## src/rtl/cdb_pkg.sv

```systemverilog
// Shared constants and types for the common-data-bus arbiter.
// Default sizes, FSM state encoding and the broadcast beat layout.
package cdb_pkg;

   localparam int CDB_NUM_SRC = 8;
   localparam int CDB_DATA_W  = 32;
   localparam int CDB_TAG_W   = 4;

   typedef enum logic [0:0] {
      ST_IDLE    = 1'b0,
      ST_HI_PEND = 1'b1
   } cdb_state_e;

   typedef struct packed {
      logic                  valid;
      logic [CDB_DATA_W-1:0] data;
      logic [CDB_TAG_W-1:0]  tag;
      logic                  hi;
   } cdb_bcast_t;

endpackage

```

## src/rtl/cdb_arbiter_if.sv

```systemverilog
// Source request/grant bundle plus the registered CDB broadcast.
// master = result sources side, slave = arbiter side.
interface cdb_arbiter_if
   import cdb_pkg::*;
#(
   parameter int NUM_SRC = CDB_NUM_SRC,
   parameter int DATA_W  = CDB_DATA_W,
   parameter int TAG_W   = CDB_TAG_W
);

   logic [NUM_SRC-1:0]             src_valid;
   logic [NUM_SRC-1:0]             src_wide;
   logic [NUM_SRC-1:0][DATA_W-1:0] src_data;
   logic [NUM_SRC-1:0][DATA_W-1:0] src_data_hi;
   logic [NUM_SRC-1:0][TAG_W-1:0]  src_tag;
   logic                           flush;
   logic [NUM_SRC-1:0]             src_grant;
   logic                           cdb_valid;
   logic [DATA_W-1:0]              cdb_data;
   logic [TAG_W-1:0]               cdb_tag;
   logic                           cdb_hi;

   modport master (
      output src_valid, src_wide, src_data, src_data_hi,
      output src_tag, flush,
      input  src_grant, cdb_valid, cdb_data, cdb_tag, cdb_hi
   );

   modport slave (
      input  src_valid, src_wide, src_data, src_data_hi,
      input  src_tag, flush,
      output src_grant, cdb_valid, cdb_data, cdb_tag, cdb_hi
   );

endinterface

```

## src/rtl/cdb_rr_picker.sv

```systemverilog
// Rotating one-hot priority encoder: search starts at ptr and wraps.
// ptr tied to 0 degenerates to fixed lowest-index priority.
module cdb_rr_picker #(
   parameter int N     = 8,
   parameter int PTR_W = $clog2(N)
) (
   input  logic [N-1:0]     req,
   input  logic [PTR_W-1:0] ptr,
   output logic [N-1:0]     gnt,
   output logic [PTR_W-1:0] idx,
   output logic             any
);

   always_comb begin
      logic [PTR_W:0] c;
      gnt = '0;
      idx = '0;
      any = 1'b0;
      c   = '0;
      for (int i = 0; i < N; i++) begin
         c = {1'b0, ptr} + (PTR_W+1)'(i);
         if (c >= (PTR_W+1)'(N)) c = c - (PTR_W+1)'(N);
         if (!any && req[c[PTR_W-1:0]]) begin
            any                 = 1'b1;
            gnt[c[PTR_W-1:0]]   = 1'b1;
            idx                 = c[PTR_W-1:0];
         end
      end
   end

endmodule

```

## src/rtl/cdb_arbiter.sv

```systemverilog
// CDB arbiter: one grant per cycle, registered broadcast, two-beat wide results.
// Define CDB_ARBITER_RR_EN for round-robin; otherwise lowest index wins.
module cdb_arbiter
   import cdb_pkg::*;
#(
   parameter int NUM_SRC = CDB_NUM_SRC,
   parameter int DATA_W  = CDB_DATA_W,
   parameter int TAG_W   = CDB_TAG_W
) (
   input logic           clk,
   input logic           reset_n,
   cdb_arbiter_if.slave  bus
);

   localparam int         PTR_W     = $clog2(NUM_SRC);
   localparam logic [0:0] S_IDLE    = ST_IDLE;
   localparam logic [0:0] S_HI_PEND = ST_HI_PEND;

   logic [0:0]         state_q, state_d;
   logic [PTR_W-1:0]   ptr;
   logic [NUM_SRC-1:0] pick_gnt;
   logic [PTR_W-1:0]   pick_idx;
   logic               pick_any;
   logic               gnt_en;
   logic               gnt_any;

   logic               vld_q, vld_d;
   logic [DATA_W-1:0]  data_q, data_d;
   logic [TAG_W-1:0]   tag_q, tag_d;
   logic               hi_q, hi_d;
   logic [DATA_W-1:0]  pend_data_q, pend_data_d;
   logic [TAG_W-1:0]   pend_tag_q, pend_tag_d;

   cdb_rr_picker #(
      .N     (NUM_SRC),
      .PTR_W (PTR_W)
   ) u_pick (
      .req (bus.src_valid),
      .ptr (ptr),
      .gnt (pick_gnt),
      .idx (pick_idx),
      .any (pick_any)
   );

   // Flush and the upper-beat slot both block new grants.
   assign gnt_en        = (state_q == S_IDLE) && !bus.flush;
   assign gnt_any       = gnt_en && pick_any;
   assign bus.src_grant = gnt_en ? pick_gnt : '0;

`ifdef CDB_ARBITER_RR_EN
   logic [PTR_W-1:0] ptr_q, ptr_d;

   always_comb begin
      ptr_d = ptr_q;
      if (gnt_any) begin
         ptr_d = (pick_idx == PTR_W'(NUM_SRC-1)) ? '0
               : pick_idx + PTR_W'(1);
      end
   end

   always_ff @(posedge clk or negedge reset_n) begin
      if (!reset_n) ptr_q <= '0;
      else          ptr_q <= ptr_d;
   end

   assign ptr = ptr_q;
`else
   assign ptr = '0;
`endif

   always_comb begin
      state_d     = state_q;
      vld_d       = 1'b0;
      data_d      = '0;
      tag_d       = '0;
      hi_d        = 1'b0;
      pend_data_d = pend_data_q;
      pend_tag_d  = pend_tag_q;
      if (bus.flush) begin
         state_d     = S_IDLE;
         pend_data_d = '0;
         pend_tag_d  = '0;
      end else if (state_q == S_HI_PEND) begin
         vld_d   = 1'b1;
         hi_d    = 1'b1;
         data_d  = pend_data_q;
         tag_d   = pend_tag_q;
         state_d = S_IDLE;
      end else if (gnt_any) begin
         vld_d  = 1'b1;
         data_d = bus.src_data[pick_idx];
         tag_d  = bus.src_tag[pick_idx];
         if (bus.src_wide[pick_idx]) begin
            state_d     = S_HI_PEND;
            pend_data_d = bus.src_data_hi[pick_idx];
            pend_tag_d  = bus.src_tag[pick_idx];
         end
      end
   end

   always_ff @(posedge clk or negedge reset_n) begin
      if (!reset_n) begin
         state_q     <= S_IDLE;
         vld_q       <= 1'b0;
         data_q      <= '0;
         tag_q       <= '0;
         hi_q        <= 1'b0;
         pend_data_q <= '0;
         pend_tag_q  <= '0;
      end else begin
         state_q     <= state_d;
         vld_q       <= vld_d;
         data_q      <= data_d;
         tag_q       <= tag_d;
         hi_q        <= hi_d;
         pend_data_q <= pend_data_d;
         pend_tag_q  <= pend_tag_d;
      end
   end

   assign bus.cdb_valid = vld_q;
   assign bus.cdb_data  = data_q;
   assign bus.cdb_tag   = tag_q;
   assign bus.cdb_hi    = hi_q;

endmodule

```

## src/flat_wrapper.sv

```systemverilog
// flat-port wrapper written by rule: the top's interface ports become plain ports
module cdb_arbiter_flat import cdb_pkg::*;
#(
   parameter int NUM_SRC = CDB_NUM_SRC,
   parameter int DATA_W  = CDB_DATA_W,
   parameter int TAG_W   = CDB_TAG_W
)
  (clk, reset_n, bus_src_valid, bus_src_wide, bus_src_data, bus_src_data_hi, bus_src_tag, bus_flush, bus_src_grant, bus_cdb_valid, bus_cdb_data, bus_cdb_tag, bus_cdb_hi);
  cdb_arbiter_if #(.NUM_SRC(NUM_SRC), .DATA_W(DATA_W), .TAG_W(TAG_W)) bus_i ();
  input logic clk;
  input logic reset_n;
  input wire logic [$bits(bus_i.src_valid)-1:0] bus_src_valid;
  input wire logic [$bits(bus_i.src_wide)-1:0] bus_src_wide;
  input wire logic [$bits(bus_i.src_data)-1:0] bus_src_data;
  input wire logic [$bits(bus_i.src_data_hi)-1:0] bus_src_data_hi;
  input wire logic [$bits(bus_i.src_tag)-1:0] bus_src_tag;
  input wire logic [$bits(bus_i.flush)-1:0] bus_flush;
  output wire logic [$bits(bus_i.src_grant)-1:0] bus_src_grant;
  output wire logic [$bits(bus_i.cdb_valid)-1:0] bus_cdb_valid;
  output wire logic [$bits(bus_i.cdb_data)-1:0] bus_cdb_data;
  output wire logic [$bits(bus_i.cdb_tag)-1:0] bus_cdb_tag;
  output wire logic [$bits(bus_i.cdb_hi)-1:0] bus_cdb_hi;
  assign bus_i.src_valid = bus_src_valid;
  assign bus_i.src_wide = bus_src_wide;
  assign bus_i.src_data = bus_src_data;
  assign bus_i.src_data_hi = bus_src_data_hi;
  assign bus_i.src_tag = bus_src_tag;
  assign bus_i.flush = bus_flush;
  assign bus_src_grant = bus_i.src_grant;
  assign bus_cdb_valid = bus_i.cdb_valid;
  assign bus_cdb_data = bus_i.cdb_data;
  assign bus_cdb_tag = bus_i.cdb_tag;
  assign bus_cdb_hi = bus_i.cdb_hi;
  cdb_arbiter #(.NUM_SRC(NUM_SRC), .DATA_W(DATA_W), .TAG_W(TAG_W)) u_core (.clk(clk), .reset_n(reset_n), .bus(bus_i));
endmodule
```

## config.mk

```make
export PLATFORM = sky130hd
export DESIGN_NAME = cdb_arbiter_flat
export DESIGN_NICKNAME = d
export VERILOG_FILES = /design/src/rtl/cdb_pkg.sv /design/src/rtl/cdb_arbiter_if.sv /design/src/rtl/cdb_rr_picker.sv /design/src/rtl/cdb_arbiter.sv /design/src/flat_wrapper.sv
export SDC_FILE = /design/constraint.sdc
export NUM_CORES = 1
export LEC_CHECK = 0
export CELL_PAD_IN_SITES_DETAIL_PLACEMENT = 1
export CELL_PAD_IN_SITES_GLOBAL_PLACEMENT = 2
export CORE_AREA = 2 2 240 242
export DETAILED_ROUTE_END_ITERATION = 7
export DIE_AREA = 0 0 242 244
export GPL_TIMING_DRIVEN = 0
export MAX_ROUTING_LAYER = met4
export PLACE_DENSITY_LB_ADDON = 0.1
export SETUP_SLACK_MARGIN = 0.15
export SYNTH_ARGS = -nofsm -noshare
export SYNTH_HDL_FRONTEND = slang
export SYNTH_HIERARCHICAL = 1
export SYNTH_SLANG_ARGS = --single-unit
```

## constraint.sdc

```tcl
create_clock -name clk -period 7.9 [get_ports clk]
set_clock_uncertainty 0.1 [all_clocks]
set_input_delay 1.58 -clock clk [delete_from_list [all_inputs] [get_ports clk]]
set_output_delay 1.58 -clock clk [all_outputs]
set_load 0.01 [all_outputs]
```

After elaboration in Yosys (flattened, before gate mapping)
Cells that the tools add are included.
Widths: inputs -> output; s select.
{ "totals": {"latchBits": 0, "ramBits": 0, "in_bits": 563, "wordCells": 85, "out_inout_bits": 46, "romBits": 0, "regBits": 75, "mem_count": 0} }
{ "op_classes": {"magnitude_cmp": 1, "eq_ne": 1, "n_reduce_logical": 20, "bitwise": 1, "n_addsub": 0, "div_mod_pow": 0, "n_mul": 0, "n_mux": 55, "shift": 0} }
{ "ops": {"columns": ["cell", "n"], "rows": [
  ["$mux 32", 9],
  ["$bmux 32 s3", 2],
  ["$mux 4", 9],
  ["$mux 3", 7],
  ["$mux 1", 20],
  ["$mux 8", 2],
  ["$bmux 4 s3", 1],
  ["$logic_and 1x1->1", 9],
  ["$logic_not 1->1", 8],
  ["$mux 7", 1],
  ["$mux 6", 1],
  ["$mux 5", 1],
  ["$lt 3x4->1 const B", 1],
  ["$reduce_bool 2->1", 2],
  ["$bmux 1 s3", 1],
  ["$reduce_and 3->1", 1],
  ["$mux 2", 1],
  ["$ne 2x2->1 const B", 1],
  ["$not 1->1", 1]
]} }

Logic depth before layout (Yosys ltp)
{ "logic_depth": {"ltp_word": 28, "mapped_depth": 19, "ltp_nobuf": 12} }

Cells and area by module
Netlist, hierarchy kept.
{ "by_module_without_submodules": {"columns": ["module", "seq_area_each_um2", "cells_per_inst", "n_inst", "area_per_inst_um2"], "rows": [
  ["cdb_arbiter", 1876.8, 499, 1, 6969.2],
  ["cdb_rr_picker", 0.0, 148, 1, 1247.4]
]} }

Least setup slack after synthesis
Ideal clock, no wire load.
{ "synth_path": {"kind": "input port to output port", "start": "input bus_src_valid[3]", "end": "output bus_src_grant[4]", "setup_slack_ps": 2793, "t_required_ps": 6220, "n_path_buf": 0, "t_arrival_ps": 3427, "stages": 7, "path_cell_list": "mux4_1 nand2b_1 mux4_2 nor2_1 a221o_1 mux2_2 and2_1"} }
{ "synth_between": {"elab_chain_cells": 9} }
{ "synth_lines": {"columns": ["item", "line", "rtl"], "rows": [
  ["from (decl)", "flat_wrapper.sv:12", "input wire logic [$bits(bus_i.src_valid)-1:0] bus_src_valid;"],
  ["$logic_and 1x1->1", "cdb_rr_picker.sv:23", "if (!any && req[c[PTR_W-1:0]]) begin"],
  ["$mux 1", "cdb_rr_picker.sv:23", null],
  ["$logic_not 1->1", "cdb_rr_picker.sv:23", null],
  ["$logic_and 1x1->1", "cdb_rr_picker.sv:23", null],
  ["$mux 5", "cdb_rr_picker.sv:23", null],
  ["$mux 6", "cdb_rr_picker.sv:23", null],
  ["$mux 7", "cdb_rr_picker.sv:23", null],
  ["$mux 8", "cdb_rr_picker.sv:23", null],
  ["named net u_core.pick_gnt[4]", "cdb_arbiter.sv:21", "logic [NUM_SRC-1:0] pick_gnt;"],
  ["$mux 8", "cdb_arbiter.sv:48", "assign bus.src_grant = gnt_en ? pick_gnt : '0;"],
  ["to (decl)", "flat_wrapper.sv:18", "output wire logic [$bits(bus_i.src_grant)-1:0] bus_src_grant;"]
]} }
The timed path passes the listed nets, and every way through them passes these cells.

Worst setup path in the final report
{ "layout_path": {"start": "input bus_src_valid[3]", "end": "output bus_src_grant[7]"} }
{ "layout_between": {"elab_chain_cells": 15} }
{ "layout_lines": {"columns": ["item", "line"], "rows": [
  ["$logic_and 1x1->1 (*)", "cdb_rr_picker.sv:23"],
  ["$mux 1 (*)", "cdb_rr_picker.sv:23"],
  ["$logic_not 1->1", "cdb_rr_picker.sv:23"],
  ["$logic_and 1x1->1", "cdb_rr_picker.sv:23"],
  ["$mux 1 (*)", "cdb_rr_picker.sv:23"],
  ["$logic_not 1->1", "cdb_rr_picker.sv:23"],
  ["$logic_and 1x1->1", "cdb_rr_picker.sv:23"],
  ["$mux 1 (*)", "cdb_rr_picker.sv:23"],
  ["$logic_not 1->1", "cdb_rr_picker.sv:23"],
  ["$logic_and 1x1->1", "cdb_rr_picker.sv:23"],
  ["$mux 1 (*)", "cdb_rr_picker.sv:23"],
  ["$logic_not 1->1 (*)", "cdb_rr_picker.sv:23"],
  ["$logic_and 1x1->1 (*)", "cdb_rr_picker.sv:23"],
  ["$mux 8 (*)", "cdb_rr_picker.sv:23"],
  ["named net u_core.pick_gnt[7]", "cdb_arbiter.sv:21"],
  ["$mux 8 (*)", "cdb_arbiter.sv:48"]
]} }
The timed path passes the listed nets; every way through them passes the cells marked *.

==> results.sh <==
export IMPL_status="completed"
export IMPL_cp_required_ps=6220
export IMPL_setup_worst_path_end_class="output port"
export IMPL_worst_slew_pin_slew_ps=1150
export IMPL_max_cap_violations=0
export IMPL_ir_drop_v=0.0000738
export IMPL_syn_to_final_growth_pct=90.2
export IMPL_r2r_end="u_core/pend_tag_q[2]$_DFFE_PN0P_"
export IMPL_instances_no_fill=2051
export IMPL_pwr_share_seq_pct=21.2
export IMPL_clkLatencyLatePin_ps=340
export IMPL_reg2reg_slack_ps=5450
export IMPL_layout_common_cells="clkdlybuf4s50_1 (607), mux4_2 (147), mux2i_1 (107)"
export IMPL_setup_ws_ps=915
export IMPL_crit_family="multiplexers"
export IMPL_crit_fanout=7
export IMPL_synth_edff_count=0
export IMPL_grt_max_degree=57
export IMPL_grt_total_usage_pct=19.3
export IMPL_postCtsSetupRepairBufs=0
export IMPL_dpl_instance_area_sq_um=15300
export IMPL_synth_cell_types=55
export IMPL_cts_resized=0
export IMPL_min_from="u_core/pend_data_q[0]$_DFFE_PN0P_"
export IMPL_drt_initial_drc_count=343
export IMPL_fmax_mhz=143
export IMPL_worstHoldPathCells=2
export IMPL_ant_nets=0
export IMPL_ys_flop_type="dfrtp_1"
export IMPL_postCtsHoldBufs=0
export IMPL_ios=609
export IMPL_rsz0062_at_grt="false"
export IMPL_htreeDepth=3
export IMPL_syn_cell_area_sq_um=8220
export IMPL_route_detailed_drc=0
export IMPL_layout_commonest_cell="clkdlybuf4s50_1"
export IMPL_arrival_ps=5300
export IMPL_synth_yosys_seq_area_share_pct=22.8
export IMPL_p_sw_mw=1.02
export IMPL_max_stage_delay_ps=750
export IMPL_clock_sinks=75
export IMPL_drt_pass1_iterations=4
export IMPL_setup_tns_ps=0
export IMPL_grt_pass1_wl_mm=79.0
export IMPL_synth_seq_cells=75
export IMPL_gp_congestion=0.907
export IMPL_slowest_stage="o41ai_1"
export IMPL_fin_crit_sh_pct=88.4
export IMPL_leakage_nw=5.91
export IMPL_clk_pin_slew_worst_paths_ps=70
export IMPL_fin_crit_ps=6980
export IMPL_cp_start_kind="primary input"
export IMPL_final_core_util_pct=27.8
export IMPL_floorplan_rows=87
export IMPL_design_area_sq_um=15600
export IMPL_place_ws_ps=938
export IMPL_root_buffer="clkbuf_16"
export IMPL_core_area_sq_um=56200
export IMPL_clkPwrFrac_pct=15.9
export IMPL_async_reset_ff_share_pct=100
export IMPL_vias=8753
export IMPL_rr_worst_depth=5
export IMPL_worstHoldEndpoint="u_core/bus.cdb_data[0]$_DFF_PN0_"
export IMPL_drive_gt1_share_pct=16.7
export IMPL_power_report_internal_total_mw=1.59
export IMPL_setup_viol=0
export IMPL_fin_nets=1850
export IMPL_die_h_um=244
export IMPL_wl_per_cell_um=27.6
export IMPL_initial_core_util_pct=14.6
export IMPL_die_area_sq_um=59000
export IMPL_comb_power_share_pct=62.9
export IMPL_reg2reg_from="u_core/state_q$_DFF_PN0_"
export IMPL_dp_final_hpwl_mm=49.0
export IMPL_crit_path_cell_trace="clkdlybuf4s50_1 > mux4_1 > mux2i_1 > nand4_1 > o41ai_1 > a22oi_1 > mux2i_1 > and2_1 > clkdlybuf4s50_1"
export IMPL_power_density_nw_per_um2=167
export IMPL_antenna_found_initial=13
export IMPL_drv_slew=0
export IMPL_syn_inst=647
export IMPL_synth_warnings=6
export IMPL_die_w_um=242
export IMPL_post_place_cells=2026
export IMPL_syn_avg_cell_area_sq_um=12.7
export IMPL_grt_pass1_vias=9734
export IMPL_power_mw=2.61
export IMPL_p_sw_share_pct=39.1
export IMPL_hold_slack_ps=395
export IMPL_hold_violations=0
export IMPL_critical_path_class="in -> out"
export IMPL_hold_class="reg -> reg"
export IMPL_via_per_inst=4.27
export IMPL_portBuffers=608
export IMPL_wl_mm=56.6
export IMPL_grt_overflow_total=0
export IMPL_cts_buffer_depth=2
export IMPL_slew_headroom_pct=23.2
export IMPL_crit_buf_inv=2
export IMPL_cts_buffers=9
export IMPL_cts_tree="yes"
power groups by stage:
stage               Clock, mW  Sequential (mW)  Combinational, mW
global placement            0            0.559               1.67
floorplan                   0            0.575              0.838
CTS                     0.442            0.554               1.69
finish                  0.416            0.552               1.64
global route            0.455            0.567               1.77
detailed placement          0            0.561               1.68
how the worst max path moves through the flow:
| stage | from | to | cells past startpoint |
|---|---|---|---|
| global placement | bus_src_valid[3] | u_core/pend_data_q[19]$_DFFE_PN0P_ | 13 |
| floorplan | bus_src_valid[3] | bus_src_grant[4] | 7 |
| global route | bus_src_valid[3] | bus_src_grant[7] | 9 |
| finish | bus_src_valid[3] | bus_src_grant[7] | 9 |
| CTS | bus_src_valid[3] | bus_src_grant[7] | 9 |
| detailed placement | bus_src_valid[3] | u_core/pend_data_q[19]$_DFFE_PN0P_ | 13 |
metal layers:
metal	share of wire, %	routed length [um]	up-vias	track usage, %
met5	0	0	-	-
met4	0.36	205	0	1.91
met3	5.3	3010	9	4.08
met2	52	29700	318	34.4
met1	42	23800	4527	23.2
li1	-	-	3899	-
Yosys cell counts, types with 3 or more instances:
| master | number | area share (%) |
|---|---|---|
| a21oi_1 | 5 | 0.30 |
| a221oi_1 | 3 | 0.32 |
| a22o_1 | 11 | 1.2 |
| a31oi_1 | 6 | 0.46 |
| and2_1 | 9 | 0.69 |
| buf_2 | 23 | 1.4 |
| buf_4 | 4 | 0.37 |
| buf_6 | 6 | 0.82 |
| clkbuf_1 | 30 | 1.4 |
| dfrtp_1 | 75 | 23 |
| ha_1 | 6 | 0.91 |
| inv_1 | 7 | 0.32 |
| mux2_1 | 4 | 0.55 |
| mux2_2 | 12 | 1.6 |
| mux2i_1 | 107 | 13 |
| mux4_2 | 147 | 40 |
| nand2_1 | 45 | 2.1 |
| nand2b_1 | 38 | 2.9 |
| nand3_1 | 5 | 0.30 |
| nand4_1 | 4 | 0.30 |
| nor2_1 | 12 | 0.55 |
| nor2b_1 | 5 | 0.38 |
| nor3_1 | 6 | 0.37 |
| o21ai_0 | 35 | 2.1 |
| o22ai_1 | 3 | 0.23 |
worst min-delay path, delay by kind of cell (launching register included):
kind | cells | cell delay (ps)
flops | 1 | 340
compound gates | 1 | 70
simple gates | 1 | 50
layout make-up:
cell class	count	area [sq um]
Tap cell	756	946
Fill cell	6306	40500
Antenna cell	9	22.5
Inverter	8	30.0
Sequential cell	75	1880
Buffer	64	329
Multi-Input combinational cell	514	6030
Timing Repair Buffer	609	6110
Clock inverter	7	57.6
Clock buffer	9	225
flip-flops by register name (all words and copies together) (netlist names):
register              count
u_core/bus.cdb_data      32
u_core/pend_data_q       32
u_core/bus.cdb_tag        4
u_core/pend_tag_q         4
u_core/bus.cdb_hi         1
u_core/bus.cdb_valid      1
u_core/state_q            1
kinds of logic after synthesis:
family	count (synthesis)	share of synthesized area (%)
compound gates	84	6.85
xor+xnor	4	0.426
fa+ha+maj	6	0.914
buf+inv	72	4.37
flops	75	22.8
mux	273	56.3
other cells	1	0.0456
simple gates	132	8.22
Power figures use the tool's default switching activity.
